===== src/rtl/memory_arbiter_pkg.sv =====
// memory_arbiter_pkg
// Shared types and constants for the two-requester memory arbiter.
//   requester_t     : identifies requester 0 (rv32i core) or requester 1 (loader/DMA)
//   NUM_REQUESTERS  : number of bus masters sharing the memory
//   other_requester : returns the requester that is not the argument
package memory_arbiter_pkg;

   typedef enum logic {
      REQ_0 = 1'b0,
      REQ_1 = 1'b1
   } requester_t;

   localparam int NUM_REQUESTERS = 2;

   function automatic requester_t other_requester(input requester_t r);
      return (r == REQ_0) ? REQ_1 : REQ_0;
   endfunction

endpackage


===== src/rtl/register.sv =====
// register
// Generic codebase flop with synchronous active-high reset and load enable.
// Ports:
//   clk  : clock, rising edge
//   rst  : synchronous reset, loads RESET_VAL
//   en   : load enable, q holds when low
//   d    : next value
//   q    : registered value
module register #(
   parameter int               WIDTH     = 1,
   parameter logic [WIDTH-1:0] RESET_VAL = '0
) (
   input  logic             clk,
   input  logic             rst,
   input  logic             en,
   input  logic [WIDTH-1:0] d,
   output logic [WIDTH-1:0] q
);

   always_ff @(posedge clk) begin
      if (rst) begin
         q <= RESET_VAL;
      end else if (en) begin
         q <= d;
      end
   end

endmodule


===== src/rtl/round_robin_picker.sv =====
// round_robin_picker
// Purely combinational winner selection between two requesters. A lone
// requester always wins; on a tie the requester that did not win last time
// is chosen, so continuously contending masters alternate.
// Ports:
//   req        : request vector, already qualified by enable/reset
//   last_gnt   : index of the most recent winner
//   gnt_onehot : one-hot grant, all zero when nobody requests
//   winner     : index of the winner (REQ_0 when nobody requests)
//   any_gnt    : high when some requester won this cycle
module round_robin_picker
   import memory_arbiter_pkg::*;
(
   input  logic [NUM_REQUESTERS-1:0] req,
   input  requester_t                last_gnt,
   output logic [NUM_REQUESTERS-1:0] gnt_onehot,
   output requester_t                winner,
   output logic                      any_gnt
);

   always_comb begin
      gnt_onehot = '0;
      winner     = REQ_0;
      any_gnt    = 1'b0;
      case (req)
         2'b01: begin
            winner  = REQ_0;
            any_gnt = 1'b1;
         end
         2'b10: begin
            winner  = REQ_1;
            any_gnt = 1'b1;
         end
         2'b11: begin
            winner  = other_requester(last_gnt);
            any_gnt = 1'b1;
         end
         default: begin
            winner  = REQ_0;
            any_gnt = 1'b0;
         end
      endcase
      if (any_gnt) begin
         gnt_onehot[winner] = 1'b1;
      end
   end

endmodule


===== src/rtl/memory_arbiter.sv =====
// memory_arbiter
// Shares one single-ported synchronous memory between the rv32i multicycle
// core (requester 0) and a second bus master (requester 1). At most one
// access is issued per cycle, round-robin on conflict. Read data returns one
// cycle after the grant with a per-requester valid strobe.
//
// Optional feature: define MEMORY_ARBITER_STATS_EN to add per-requester
// saturating stall counters (stall_cnt0/stall_cnt1).
//
// Ports:
//   clk, rst              : clock (rising edge), synchronous active-high reset
//   ena                   : global enable, no grants and arbitration state held when low
//   reqN/addrN/wr_dataN/wr_enaN : request from requester N, held until granted
//   gntN                  : combinational grant, high in the cycle the access is issued
//   rd_dataN, rd_validN   : read response, valid one cycle after a read grant
//   mem_addr/mem_wr_data/mem_wr_ena : memory drive from the winner, zero when idle
//   mem_rd_data           : memory read data, one cycle after the address
//   stall_cntN            : (stats build only) cycles requester N waited while enabled
module memory_arbiter
   import memory_arbiter_pkg::*;
#(
   parameter int ADDR_W = 32,
   parameter int DATA_W = 32
) (
   input  logic              clk,
   input  logic              rst,
   input  logic              ena,
   input  logic              req0,
   input  logic              req1,
   input  logic [ADDR_W-1:0] addr0,
   input  logic [ADDR_W-1:0] addr1,
   input  logic [DATA_W-1:0] wr_data0,
   input  logic [DATA_W-1:0] wr_data1,
   input  logic              wr_ena0,
   input  logic              wr_ena1,
   output logic              gnt0,
   output logic              gnt1,
   output logic [DATA_W-1:0] rd_data0,
   output logic [DATA_W-1:0] rd_data1,
   output logic              rd_valid0,
   output logic              rd_valid1,
   output logic [ADDR_W-1:0] mem_addr,
   output logic [DATA_W-1:0] mem_wr_data,
   output logic              mem_wr_ena,
`ifdef MEMORY_ARBITER_STATS_EN
   output logic [31:0]       stall_cnt0,
   output logic [31:0]       stall_cnt1,
`endif
   input  logic [DATA_W-1:0] mem_rd_data
);

   logic [NUM_REQUESTERS-1:0] req_qual;
   logic [NUM_REQUESTERS-1:0] gnt_onehot;
   requester_t                winner;
   logic                      any_gnt;

   logic [0:0] last_gnt_d, last_gnt_q;
   logic [0:0] resp_valid_d, resp_valid_q;
   logic [0:0] resp_id_d, resp_id_q;
   requester_t last_gnt;
   requester_t resp_id;

   assign last_gnt = requester_t'(last_gnt_q);
   assign resp_id  = requester_t'(resp_id_q);

   // Requests are masked while disabled or in reset so nothing is granted
   // and the round-robin pointer cannot move.
   assign req_qual = {req1, req0} & {NUM_REQUESTERS{ena & ~rst}};

   round_robin_picker u_picker (
      .req        (req_qual),
      .last_gnt   (last_gnt),
      .gnt_onehot (gnt_onehot),
      .winner     (winner),
      .any_gnt    (any_gnt)
   );

   assign gnt0 = gnt_onehot[0];
   assign gnt1 = gnt_onehot[1];

   // Memory drive: the winner's request goes out, an idle cycle drives zeros
   // so the write enable can never be high without a grant.
   always_comb begin
      mem_addr    = '0;
      mem_wr_data = '0;
      mem_wr_ena  = 1'b0;
      if (gnt0) begin
         mem_addr    = addr0;
         mem_wr_data = wr_data0;
         mem_wr_ena  = wr_ena0;
      end else if (gnt1) begin
         mem_addr    = addr1;
         mem_wr_data = wr_data1;
         mem_wr_ena  = wr_ena1;
      end
   end

   // Next-state for arbitration and the one-entry response pipeline. Only
   // reads produce a response; writes commit at the edge ending the grant.
   always_comb begin
      last_gnt_d   = last_gnt_q;
      resp_valid_d = 1'b0;
      resp_id_d    = resp_id_q;
      if (any_gnt) begin
         last_gnt_d   = 1'(winner);
         resp_valid_d = ~mem_wr_ena;
         resp_id_d    = 1'(winner);
      end
   end

   // last_gnt resets to requester 1 so requester 0 wins the first tie.
   register #(.WIDTH(1), .RESET_VAL(1'(REQ_1))) u_last_gnt (
      .clk (clk),
      .rst (rst),
      .en  (1'b1),
      .d   (last_gnt_d),
      .q   (last_gnt_q)
   );

   register #(.WIDTH(1), .RESET_VAL(1'b0)) u_resp_valid (
      .clk (clk),
      .rst (rst),
      .en  (1'b1),
      .d   (resp_valid_d),
      .q   (resp_valid_q)
   );

   register #(.WIDTH(1), .RESET_VAL(1'(REQ_0))) u_resp_id (
      .clk (clk),
      .rst (rst),
      .en  (1'b1),
      .d   (resp_id_d),
      .q   (resp_id_q)
   );

   // The valid strobe is gated by reset so a read in flight when reset
   // arrives is dropped in that very cycle rather than leaking out.
   assign rd_valid0 = resp_valid_q[0] & ~rst & (resp_id == REQ_0);
   assign rd_valid1 = resp_valid_q[0] & ~rst & (resp_id == REQ_1);
   assign rd_data0  = mem_rd_data;
   assign rd_data1  = mem_rd_data;

`ifdef MEMORY_ARBITER_STATS_EN
   logic [31:0] stall_cnt0_d, stall_cnt0_q;
   logic [31:0] stall_cnt1_d, stall_cnt1_q;

   // A stall is a cycle where the requester is asking, the arbiter is
   // enabled, and someone else won. Counters stick at all-ones.
   always_comb begin
      stall_cnt0_d = stall_cnt0_q;
      stall_cnt1_d = stall_cnt1_q;
      if (ena && req0 && !gnt0 && (stall_cnt0_q != 32'hFFFF_FFFF)) begin
         stall_cnt0_d = stall_cnt0_q + 32'd1;
      end
      if (ena && req1 && !gnt1 && (stall_cnt1_q != 32'hFFFF_FFFF)) begin
         stall_cnt1_d = stall_cnt1_q + 32'd1;
      end
   end

   always_ff @(posedge clk) begin
      if (rst) begin
         stall_cnt0_q <= '0;
         stall_cnt1_q <= '0;
      end else begin
         stall_cnt0_q <= stall_cnt0_d;
         stall_cnt1_q <= stall_cnt1_d;
      end
   end

   assign stall_cnt0 = stall_cnt0_q;
   assign stall_cnt1 = stall_cnt1_q;
`endif

endmodule


===== config.mk =====
export PLATFORM = sky130hd
export DESIGN_NAME = memory_arbiter
export DESIGN_NICKNAME = d
export VERILOG_FILES = /design/src/rtl/memory_arbiter_pkg.sv /design/src/rtl/register.sv /design/src/rtl/round_robin_picker.sv /design/src/rtl/memory_arbiter.sv
export SDC_FILE = /design/constraint.sdc
export NUM_CORES = 1
export LEC_CHECK = 0
export CORE_AREA = 2 2 116 118
export CTS_BUF_LIST = sky130_fd_sc_hd__clkbuf_2 sky130_fd_sc_hd__clkbuf_4 sky130_fd_sc_hd__clkbuf_8
export DETAILED_ROUTE_END_ITERATION = 8
export DIE_AREA = 0 0 118 120
export SYNTH_ARGS = -nofsm -noshare
export SYNTH_HDL_FRONTEND = slang
export SYNTH_SLANG_ARGS = --single-unit

===== constraint.sdc =====
create_clock -name clk -period 1.7 [get_ports clk]
set_input_delay 0.51 -clock clk [delete_from_list [all_inputs] [get_ports clk]]
set_output_delay 0.51 -clock clk [all_outputs]
set_load 0.005 [all_outputs]

### Yosys cells after proc, flatten, opt, wreduce, memory -nomap -nowiden

Cells that the tools add are included.

| cells by class | value |
|---|---|
| magnitude comparators | 2 |
| equality and inequality tests | 3 |
| muxes and demuxes | 12 |
| bitwise gates (word level) | 9 |
| reductions and logical operators | 3 |

Operators with widths:

| kind | number |
|---|---|
| $mux W32 | 4 |
| $mux W1 | 5 |
| $and A1 B1 Y1 | 4 |
| $eq A2 B2 Y1 const B | 2 |
| $not A1 Y1 | 4 |
| $reduce_or A3 Y1 | 1 |
| $and A2 B2 Y2 | 1 |
| $eq A2 B1 Y1 const B | 1 |
| $lt A1 B2 Y1 const B | 1 |
| $mux W2 | 1 |
| $pmux W1 S2 | 1 |
| $reduce_or A2 Y1 | 1 |
| $demux W1 S1 | 1 |
| $ge A1 B1 Y1 const B | 1 |
| $logic_and A1 B1 Y1 | 1 |

| word-level totals | value |
|---|---|
| register bits after elaboration | 3 |
| output and inout bits | 133 |
| word-level logic and storage cells | 32 |

### Depth between registers and ports, before layout

Gate-level depths: netlist of run 1.

| depth | value |
|---|---|
| depth in word-level cells | 13 |
| gate-level depth with buffers | 6 |

### Hierarchy

A second synthesis of run 1 with hierarchy kept.

| unflattened totals | value |
|---|---|
| cells, all modules | 175 |
| area total of the unflattened synthesis | 1,505.2 um2 |

By module, submodules not included:

| module | times used | cells an instance | area each (um2) | seq. area each (um2) |
|---|---|---|---|---|
| memory_arbiter | 1 | 161 | 1,370.1 | 0.0 |
| register at u_resp_id ... | 2 | 3 | 33.8 | 20.0 |
| register at u_last_gnt | 1 | 3 | 35.0 | 20.0 |
| round_robin_picker | 1 | 5 | 32.5 | 0.0 |

### Worst setup path before layout of run 1

Ideal clock, no wire load.

| timing path | value |
|---|---|
| kind | input-to-output |
| start point | input ena |
| end point | output mem_addr[13] |
| data arrival time | 1.219 ns |
| data required time | 1.190 ns |
| setup slack | -0.029 ns |
| stages | 6 |
| path through | nor2b_4 nand3_2 inv_2 buf_6 buf_6 a22o_1 |

| between the ends | value |
|---|---|
| longest elaborated chain between the ends | 11 |

RTL lines:

| item | line | text |
|---|---|---|
| from (decl) | memory_arbiter.sv:27 | `input logic ena,` |
| $and A1 B1 Y1 * | memory_arbiter.sv:68 | `assign req_qual = {req1, req0} & {NUM_REQUESTERS{ena & ~rst}};` |
| $and A2 B2 Y2 * | memory_arbiter.sv:68 |  |
| $eq A2 B2 Y1 | round_robin_picker.sv:25 | `case (req)` |
| $pmux W1 S2 | round_robin_picker.sv:25 |  |
| $lt A1 B2 Y1 (not written as such) or $ge A1 B1 Y1 (tied branches) | round_robin_picker.sv:44 | `gnt_onehot[winner] = 1'b1;` |
| $logic_and A1 B1 Y1 (not written as such) | round_robin_picker.sv:44 |  |
| $mux W1 (not written as such) | round_robin_picker.sv:44 |  |
| $demux W1 S1 | n/a |  |
| $mux W2 * | round_robin_picker.sv:43 | `if (any_gnt) begin` |
| $mux W32 | memory_arbiter.sv:91 | `end else if (gnt1) begin` |
| $mux W32 * | memory_arbiter.sv:87 | `if (gnt0) begin` |
| to (decl) | memory_arbiter.sv:42 | `output logic [ADDR_W-1:0] mem_addr,` |

Every way passes the cells marked *; elsewhere a longest branch is shown, timed or not.

### Final worst setup path of run 1

| timing path | value |
|---|---|
| start point | input ena |
| end point | output mem_addr[31] |

Same word-level chain as after synthesis.

==> results of run 1 <==
[power breakdown]
group | leakage, nW | switching (mW) | internal (mW) | total [mW]
Sequential | 0.0247 | 0.00321 | 0.0751 | 0.0783
Combinational | 1.57 | 0.212 | 0.503 | 0.716
Clock | 0.0262 | 0.0439 | 0.176 | 0.219
Total | 1.62 | 0.260 | 0.754 | 1.01
[registers in the layout (all words and copies together), names as in the netlist]
register,count
u_last_gnt.q,1
u_resp_id.q,1
u_resp_valid.q,1
[repair_timing]
item / CTS / global route
pin swaps: 30 / 19
gates resized for setup: 336 / 20
hold buffers: 0 / 0
cloned: 11 / 0
endpoints found under the setup margin: 69 / 68
setup buffers: 24 / 4
[cells in the final DEF (no fill, tap or decap)]
cell type / count
sky130_fd_sc_hd__clkdlybuf4s50_1: 130
sky130_fd_sc_hd__buf_2: 64
sky130_fd_sc_hd__a22o_1: 62
sky130_fd_sc_hd__buf_6: 17
sky130_fd_sc_hd__buf_4: 14
sky130_fd_sc_hd__buf_16: 10
sky130_fd_sc_hd__buf_8: 8
sky130_fd_sc_hd__buf_12: 8
sky130_fd_sc_hd__a22o_4: 3
sky130_fd_sc_hd__clkbuf_8: 3
sky130_fd_sc_hd__dfxtp_1: 3
sky130_fd_sc_hd__nand3_4: 2
sky130_fd_sc_hd__and3_1: 2
sky130_fd_sc_hd__nand2b_4: 1
sky130_fd_sc_hd__nor2b_4: 1
sky130_fd_sc_hd__inv_6: 1
sky130_fd_sc_hd__nand2_2: 1
sky130_fd_sc_hd__inv_8: 1
sky130_fd_sc_hd__nor3b_2: 1
sky130_fd_sc_hd__inv_2: 1
sky130_fd_sc_hd__a21oi_1: 1
sky130_fd_sc_hd__o21ai_0: 1
sky130_fd_sc_hd__o22ai_1: 1
sky130_fd_sc_hd__nand2_1: 1
sky130_fd_sc_hd__a31o_2: 1
sky130_fd_sc_hd__clkbuf_4: 1
sky130_fd_sc_hd__clkbuf_2: 1
[worst reg2reg max path: stages, from the launching register on]
cell and delay, ps:
sky130_fd_sc_hd__dfxtp_1 370, sky130_fd_sc_hd__nand2_2 80, sky130_fd_sc_hd__nand3_4 110, sky130_fd_sc_hd__inv_8 50
sky130_fd_sc_hd__buf_12 140, sky130_fd_sc_hd__buf_16 140, sky130_fd_sc_hd__a31o_2 200
[stage by stage]
step / cells / worst slack [ps]
2_1_floorplan: 162 / 4.03
6_report: 516 / -453
5_1_grt: 516 / -491
3_5_place_dp: 475 / -1150
3_3_place_gp: 475 / -1130
4_1_cts: 514 / -461
[final cells by class]
| cell class | count | share of cell area [%] |
|---|---|---|
| Clock buffer | 4 | 1.37 |
| Inverter | 3 | 0.670 |
| Multi-Input combinational cell | 78 | 20.2 |
| Timing Repair Buffer | 252 | 69.8 |
| Tap cell | 176 | 6.20 |
| Sequential cell | 3 | 1.69 |
[how the worst max path moves through the flow]
| stage | cells past startpoint | end | startpoint | slack (ps) |
|---|---|---|---|---|
| after CTS | 9 | mem_addr[9] | ena | -460 |
| final | 9 | mem_addr[31] | ena | -450 |
| after global routing | 9 | mem_addr[31] | ena | -490 |
| after floorplan | 6 | mem_addr[13] | ena | 4 |
| after detailed placement | 7 | mem_addr[9] | ena | -1150 |
| after global placement | 7 | mem_addr[2] | ena | -1130 |
[kinds of logic (layout without fill, tap and decap cells)]
kind of cell           Yosys count  in the layout  share of synthesized area, %
buffers and inverters           81            259                          46.1
AO/OA/AOI/OAI                   69             69                          44.4
AND/OR/NAND/NOR                  9              9                          5.04
flip-flops                       3              3                          4.48
[routing by layer]
layer / GRT usage [%] / up-vias / routed length [µm]
met5: 0 / - / 0
met4: 4.22 / 0 / 274
met3: 3.61 / 29 / 753
li1: - / 911 / -
met2: 25.2 / 134 / 5120
met1: 11.1 / 899 / 2860
==> impl_metrics.env, run 1 <==
export IMPL_outcome="finished, violations left"
export IMPL_violations="setup timing"
export IMPL_fill_cells=1379
export IMPL_cell_type_contributing_the_most_total_cell_area_after_synthesis="sky130_fd_sc_hd__a22o_1"
export IMPL_slew_violations=0
export IMPL_grt_total_usage_pct=12.2
export IMPL_drt_vias_per_instance=3.82
export IMPL_maxSlewHeadroom_pct=88.5
export IMPL_worst_r2r_cell_count=6
export IMPL_grt_pass1_vias=2241
export IMPL_crit_path_cell_trace="buf_6 -> nor2b_4 -> nand3_4 -> inv_6 -> buf_12 -> buf_12 -> buf_8 -> a22o_1 -> buf_2"
export IMPL_reg2reg_setup_slack_ps=500
export IMPL_multiInputGateArea_um2=718
export IMPL_detail_route_antenna_nets=0
export IMPL_diodes=0
export IMPL_synthMostInstantiatedCell="sky130_fd_sc_hd__a22o_1"
export IMPL_synth_distinct_cells=17
export IMPL_numCtsBuffers=3
export IMPL_worstHoldEndpoint="u_resp_id.q$_SDFFE_PP0N_"
export IMPL_hold_path_cell_count=1
export IMPL_hpwlAfterDp_mm=5.93
export IMPL_finalHoldViolCount=0
export IMPL_grt_pass1_wl_mm=13.3
export IMPL_final_critical_path_setup_slack_ps=-453
export IMPL_die_width_um=118
export IMPL_synth_top_cells_by_area="sky130_fd_sc_hd__a22o_1 42%, sky130_fd_sc_hd__buf_4 36%, sky130_fd_sc_hd__buf_6 7.6%, sky130_fd_sc_hd__dfxtp_1 4.5%, sky130_fd_sc_hd__buf_2 1.9%"
export IMPL_synth_yosys_seq_area_share_pct=4.48
export IMPL_final_layout_size_suffix_gt1_share_pct=40.9
export IMPL_initial_utilization_pct=10.3
export IMPL_drt_pass1_iter_count=4
export IMPL_setup_viol_count_final=67
export IMPL_post_synth_inst_count=162
export IMPL_overall_die_height_um=120
export IMPL_post_synth_cell_area_avg_um2=8.27
export IMPL_fmaxAchievable_mhz=464
export IMPL_die_area_mm2=0.0142
export IMPL_tritoncts="done"
export IMPL_critical_path_reg2reg_startpoint="u_last_gnt.q$_SDFFE_PP1N_"
export IMPL_period_needed_ps=2150
export IMPL_numPortBuffers=203
export IMPL_dpl_instance_area_mm2=0.00311
export IMPL_detailroute_via_count=1973
export IMPL_clkSlewWorstSetupHoldPaths_ps=30
export IMPL_element_type_at_the_critical_path_end="output port"
export IMPL_detail_route_wl_per_cell_um=17.5
export IMPL_timing_final_crit_share_pct=127
export IMPL_slowest_stage="sky130_fd_sc_hd__a22o_1"
export IMPL_critical_path_top_delay_family="buffers and inverters"
export IMPL_ys_async_sr_fraction_pct=0
export IMPL_layout_core_utilization_pct=27.3
export IMPL_fin_tns_setup_ps=-23780
export IMPL_endpoint_required_time_on_the_critical_path_ps=1190
export IMPL_clock_root_buffer_master="sky130_fd_sc_hd__clkbuf_8"
export IMPL_core_mm2=0.0130
export IMPL_fin_area_mm2=0.00355
export IMPL_weighted_congestion_reported_at_the_end_of_routability_driven_placement=0.866
export IMPL_cts_num_sinks=3
export IMPL_clock_skew_final_ps=0.890
export IMPL_layout_area_seq_um2=60.1
export IMPL_min_delay_start="u_resp_id.q$_SDFFE_PP0N_"
export IMPL_final_net_count=508
export IMPL_worst_r2r_endpoint="u_resp_id.q$_SDFFE_PP0N_"
export IMPL_routed_wirelength_mm=9.01
export IMPL_startpoint_type="input port"
export IMPL_num_rows=42
export IMPL_critical_path_arrival_ps=1640
export IMPL_clock_insertion_delay_worst_skew_ps=210
export IMPL_slowest_delay_ps=260
export IMPL_postSynthNetCount=329
export IMPL_globalRoute_totalOverflow=0
export IMPL_grt_antenna_before_repair=0
export IMPL_power_density_cell_area_mw_per_mm2=286
export IMPL_synth_cell_area_mm2=0.00134
export IMPL_critPathMaxFanout=6
export IMPL_cellLeakagePower_nw=1.62
export IMPL_grt_max_degree=14
export IMPL_power_total_mw=1.01
export IMPL_ys_top_cells_by_count="65 x sky130_fd_sc_hd__a22o_1, 64 x sky130_fd_sc_hd__buf_4, 9 x sky130_fd_sc_hd__buf_6, 5 x sky130_fd_sc_hd__buf_2, 3 x sky130_fd_sc_hd__dfxtp_1"
export IMPL_ys_warn_count=0
export IMPL_synth_ff_latch_count=3
export IMPL_clock_tree_htree_level_count=1
export IMPL_drc_errors=0
export IMPL_power_ir_vdd_worst_mv=0.145
export IMPL_finalHoldWorstSlack_ps=529
export IMPL_first_iter_violations=35
export IMPL_setup_repair_after_global_routing_missed_its_margin="yes"
export IMPL_min_delay_path_class="reg -> reg"
export IMPL_synth_ff_type="sky130_fd_sc_hd__dfxtp_1"
export IMPL_timing_worst_slew_pin_value_ps=170
export IMPL_synth_top_area_share_pct=42.5
export IMPL_critPathBufInv=6
export IMPL_number_of_enable_type_register_cells_in_the_synthesized_netlist=0
export IMPL_syn2layout_area_growth_pct=165
export IMPL_max_cap_viol_count=0
export IMPL_crit_top_cell="sky130_fd_sc_hd__buf_12"
export IMPL_setup_worst_path_class="in -> out"
export IMPL_num_io_pins=300
export IMPL_clockBufferDepth=2
No activity file was read; power rests on OpenSTA's default activity.
==> inputs of run 2 (changes only) <==
--- a/config.mk
+++ b/config.mk
@@ -11,4 +11,5 @@
 export DIE_AREA = 0 0 118 120
 export SYNTH_ARGS = -nofsm -noshare
 export SYNTH_HDL_FRONTEND = slang
+export SYNTH_HIERARCHICAL = 1
 export SYNTH_SLANG_ARGS = --single-unit
==> run 2 against run 1 <==
Compared with the run above: the run still ends with setup timing left; utilization unchanged; register-to-register slack got worse by 490 ps; worst setup slack worse by 390 ps; non-clock buffer count down 3; sequential power fell by 2%; area after synthesis increased by 12%; synthesized cell count increased by 8.0%; global-route usage decreased by 1.5 points; clock skew is 1.2 ps higher; combinational power up 1%.
==> impl_metrics.env, run 2 <==
export IMPL_clock_skew_final_ps=2.04
export IMPL_finalHoldViolCount=0
export IMPL_timing_final_crit_share_pct=149
export IMPL_die_width_um=118
export IMPL_routed_wirelength_mm=8.43
export IMPL_startpoint_type="input port"
export IMPL_tritoncts="done"
export IMPL_hpwlAfterDp_mm=5.40
export IMPL_clockBufferDepth=2
export IMPL_power_ir_vdd_worst_mv=0.410
export IMPL_synth_distinct_cells=22
export IMPL_drt_pass1_iter_count=4
export IMPL_globalRoute_totalOverflow=0
export IMPL_power_total_mw=1.02
export IMPL_synth_top_cells_by_area="sky130_fd_sc_hd__a22o_1 37%, sky130_fd_sc_hd__buf_4 32%, sky130_fd_sc_hd__buf_12 9.3%, sky130_fd_sc_hd__dfxtp_1 4.0%, sky130_fd_sc_hd__dlymetal6s2s_1 3.3%"
export IMPL_finalNonFillerCells=527
export IMPL_drt_vias_per_instance=3.79
export IMPL_crit_path_cell_trace="buf_6 -> and3b_2 -> buf_6 -> a21boi_4 -> buf_6 -> nor2b_4 -> buf_12 -> buf_12 -> buf_16 -> buf_12 -> a22o_1 -> buf_2"
export IMPL_post_synth_cell_area_avg_um2=8.60
export IMPL_slowest_stage="sky130_fd_sc_hd__and3b_2"
export IMPL_die_area_mm2=0.0142
export IMPL_netSwitchingPower_mw=0.265
export IMPL_numCtsBuffers=3
export IMPL_drc_errors=0
export IMPL_detailroute_via_count=1996
export IMPL_setup_viol_count_final=68
export IMPL_syn2layout_area_growth_pct=136
export IMPL_slowest_delay_ps=210
export IMPL_sequential_power_share_pct=7.5
export IMPL_mostFrequentLayoutCell="sky130_fd_sc_hd__clkdlybuf4s50_1"
export IMPL_dpl_instance_area_mm2=0.00321
export IMPL_slew_violations=0
export IMPL_power_share_switching_pct=25.8
export IMPL_layout_common_cells="130 x sky130_fd_sc_hd__clkdlybuf4s50_1, 63 x sky130_fd_sc_hd__a22o_1, 34 x sky130_fd_sc_hd__buf_2"
export IMPL_dp_cells=488
export IMPL_synth_cell_area_mm2=0.00151
export IMPL_place_ws_ps=-1370
export IMPL_clock_root_buffer_master="sky130_fd_sc_hd__clkbuf_8"
export IMPL_clkSlewWorstSetupHoldPaths_ps=30
export IMPL_outcome="finished, violations left"
export IMPL_synth_yosys_seq_area_share_pct=3.99
export IMPL_reg2reg_setup_slack_ps=10
export IMPL_largest_registers="u_last_gnt/q x1, u_resp_id/q x1, u_resp_valid/q x1"
export IMPL_cell_type_contributing_the_most_total_cell_area_after_synthesis="sky130_fd_sc_hd__a22o_1"
export IMPL_final_layout_size_suffix_gt1_share_pct=37.9
export IMPL_overall_die_height_um=120
export IMPL_synth_top_area_share_pct=36.7
export IMPL_ys_async_sr_fraction_pct=0
export IMPL_numPortBuffers=203
export IMPL_fin_area_mm2=0.00355
export IMPL_weighted_congestion_reported_at_the_end_of_routability_driven_placement=0.773
export IMPL_detail_route_antenna_nets=0
export IMPL_violations="setup timing"
export IMPL_core_mm2=0.0130
export IMPL_power_frac_comb_pct=70.7
export IMPL_ys_warn_count=6
export IMPL_post_synth_inst_count=175
export IMPL_detail_route_wl_per_cell_um=16.0
export IMPL_cellLeakagePower_nw=1.60
export IMPL_grt_max_degree=19
export IMPL_fill_cells=1433
export IMPL_power_frac_clock_pct=21.8
export IMPL_ys_top_cells_by_count="65 x sky130_fd_sc_hd__buf_4, 63 x sky130_fd_sc_hd__a22o_1, 7 x sky130_fd_sc_hd__buf_12, 5 x sky130_fd_sc_hd__nand2_1"
export IMPL_setup_repair_after_global_routing_missed_its_margin="yes"
export IMPL_final_critical_path_setup_slack_ps=-838
export IMPL_fin_tns_setup_ps=-46340
export IMPL_element_type_at_the_critical_path_end="output port"
export IMPL_number_of_enable_type_register_cells_in_the_synthesized_netlist=0
export IMPL_final_net_count=519
export IMPL_grt_antenna_before_repair=0
export IMPL_synth_ff_type="sky130_fd_sc_hd__dfxtp_1"
export IMPL_cts_num_sinks=3
export IMPL_min_delay_path_class="in -> reg"
export IMPL_endpoint_required_time_on_the_critical_path_ps=1190
export IMPL_grt_total_usage_pct=10.7
export IMPL_num_rows=42
export IMPL_fmaxAchievable_mhz=394
export IMPL_clock_tree_htree_level_count=1
export IMPL_clock_insertion_delay_worst_skew_ps=220
export IMPL_internal_power_mw=0.760
export IMPL_max_cap_viol_count=0
export IMPL_grt_pass1_wl_mm=12.0
export IMPL_setup_worst_path_class="in -> out"
export IMPL_critical_path_arrival_ps=2030
export IMPL_synth_ff_latch_count=3
export IMPL_grt_pass1_vias=2114
export IMPL_power_density_cell_area_mw_per_mm2=289
export IMPL_num_io_pins=300
export IMPL_period_needed_ps=2540
export IMPL_first_iter_violations=69
export IMPL_synthMostInstantiatedCell="sky130_fd_sc_hd__buf_4"
export IMPL_diodes=0
export IMPL_critPathMaxFanout=5
export IMPL_initial_utilization_pct=11.6
## run 2: cells by family (layout without fill, tap and decap cells)
logic type / count (synthesis) / after routing / synth area share, %
AO/OA/AOI/OAI: 71 / 71 / 40.6
buffers and inverters: 84 / 257 / 48.2
flip-flops: 3 / 3 / 3.99
multiplexers: 2 / 2 / 1.33
other: 1 / 4 / 0.249
AND/OR/NAND/NOR: 14 / 14 / 5.65
## run 2: worst paths after layout
path                        startpoint  cells past startpoint                     endpoint
max                                ena                     12              mem_wr_data[25]
min                                rst                      3  u_resp_valid/q$_SDFFE_PP0P_
max reg2reg  u_last_gnt/q$_SDFFE_PP1P_                     10  u_resp_valid/q$_SDFFE_PP0P_
min reg2reg   u_resp_id/q$_SDFFE_PP0P_                      4     u_resp_id/q$_SDFFE_PP0P_
## run 2: worst max-delay path: cells and delay by family
| family | cells | cell delay (ps) |
|---|---|---|
| AND/OR/NAND/NOR | 2 | 250 |
| buffers and inverters | 8 | 950 |
| AO/OA/AOI/OAI | 2 | 310 |
## run 2: power groups by stage
stage,clock [mW],sequential (mW),combinational (mW)
after floorplan,0,0.0773,0.294
after global placement,0,0.0776,0.650
after detailed placement,0,0.0779,0.654
after CTS,0.231,0.0770,0.737
after global routing,0.240,0.0776,0.771
final,0.223,0.0768,0.725
## run 2: final cells by class
cell class,count,area (µm²),share of cell area (%)
Clock buffer,4,48.8,1.37
Inverter,4,15.0,0.423
Multi-Input combinational cell,91,779,22.0
Sequential cell,3,60.1,1.69
Tap cell,176,220,6.20
Timing Repair Buffer,249,2430,68.3
## run 2: metal layers
| layer | share of wire [%] | up-vias | track usage [%] |
|---|---|---|---|
| li1 | - | 936 | - |
| met3 | 7.5 | 19 | 2.99 |
| met4 | 1.5 | 0 | 2.79 |
| met5 | 0 | - | 0 |
| met2 | 54 | 107 | 20.0 |
| met1 | 37 | 934 | 11.8 |
## run 2: timing repair
item / 4_1_cts / 5_1_grt
endpoints found under the setup margin: 72 / 70
setup buffers: 18 / 13
cloned: 10 / 3
resized for setup: 251 / 48
pin swaps: 8 / 13
endpoints found under the hold margin: 0 / 0
hold buffers: 0 / 0
## run 2: metrics by stage
stage	utilization [%]	hold WS, ps
floorplan	-	582
finish	27.3	591
global route	27.3	596
detailed placement	24.7	711
CTS	28.1	564
global placement	24.7	673
==> inputs of run 3 (changes only) <==
--- a/config.mk
+++ b/config.mk
@@ -9,6 +9,7 @@
 export CTS_BUF_LIST = sky130_fd_sc_hd__clkbuf_2 sky130_fd_sc_hd__clkbuf_4 sky130_fd_sc_hd__clkbuf_8
 export DETAILED_ROUTE_END_ITERATION = 8
 export DIE_AREA = 0 0 118 120
+export SLEW_MARGIN = 20
 export SYNTH_ARGS = -nofsm -noshare
 export SYNTH_HDL_FRONTEND = slang
 export SYNTH_HIERARCHICAL = 1
==> results of run 3 <==
No change in the layout: final DEF, timing and power equal those of run 2.
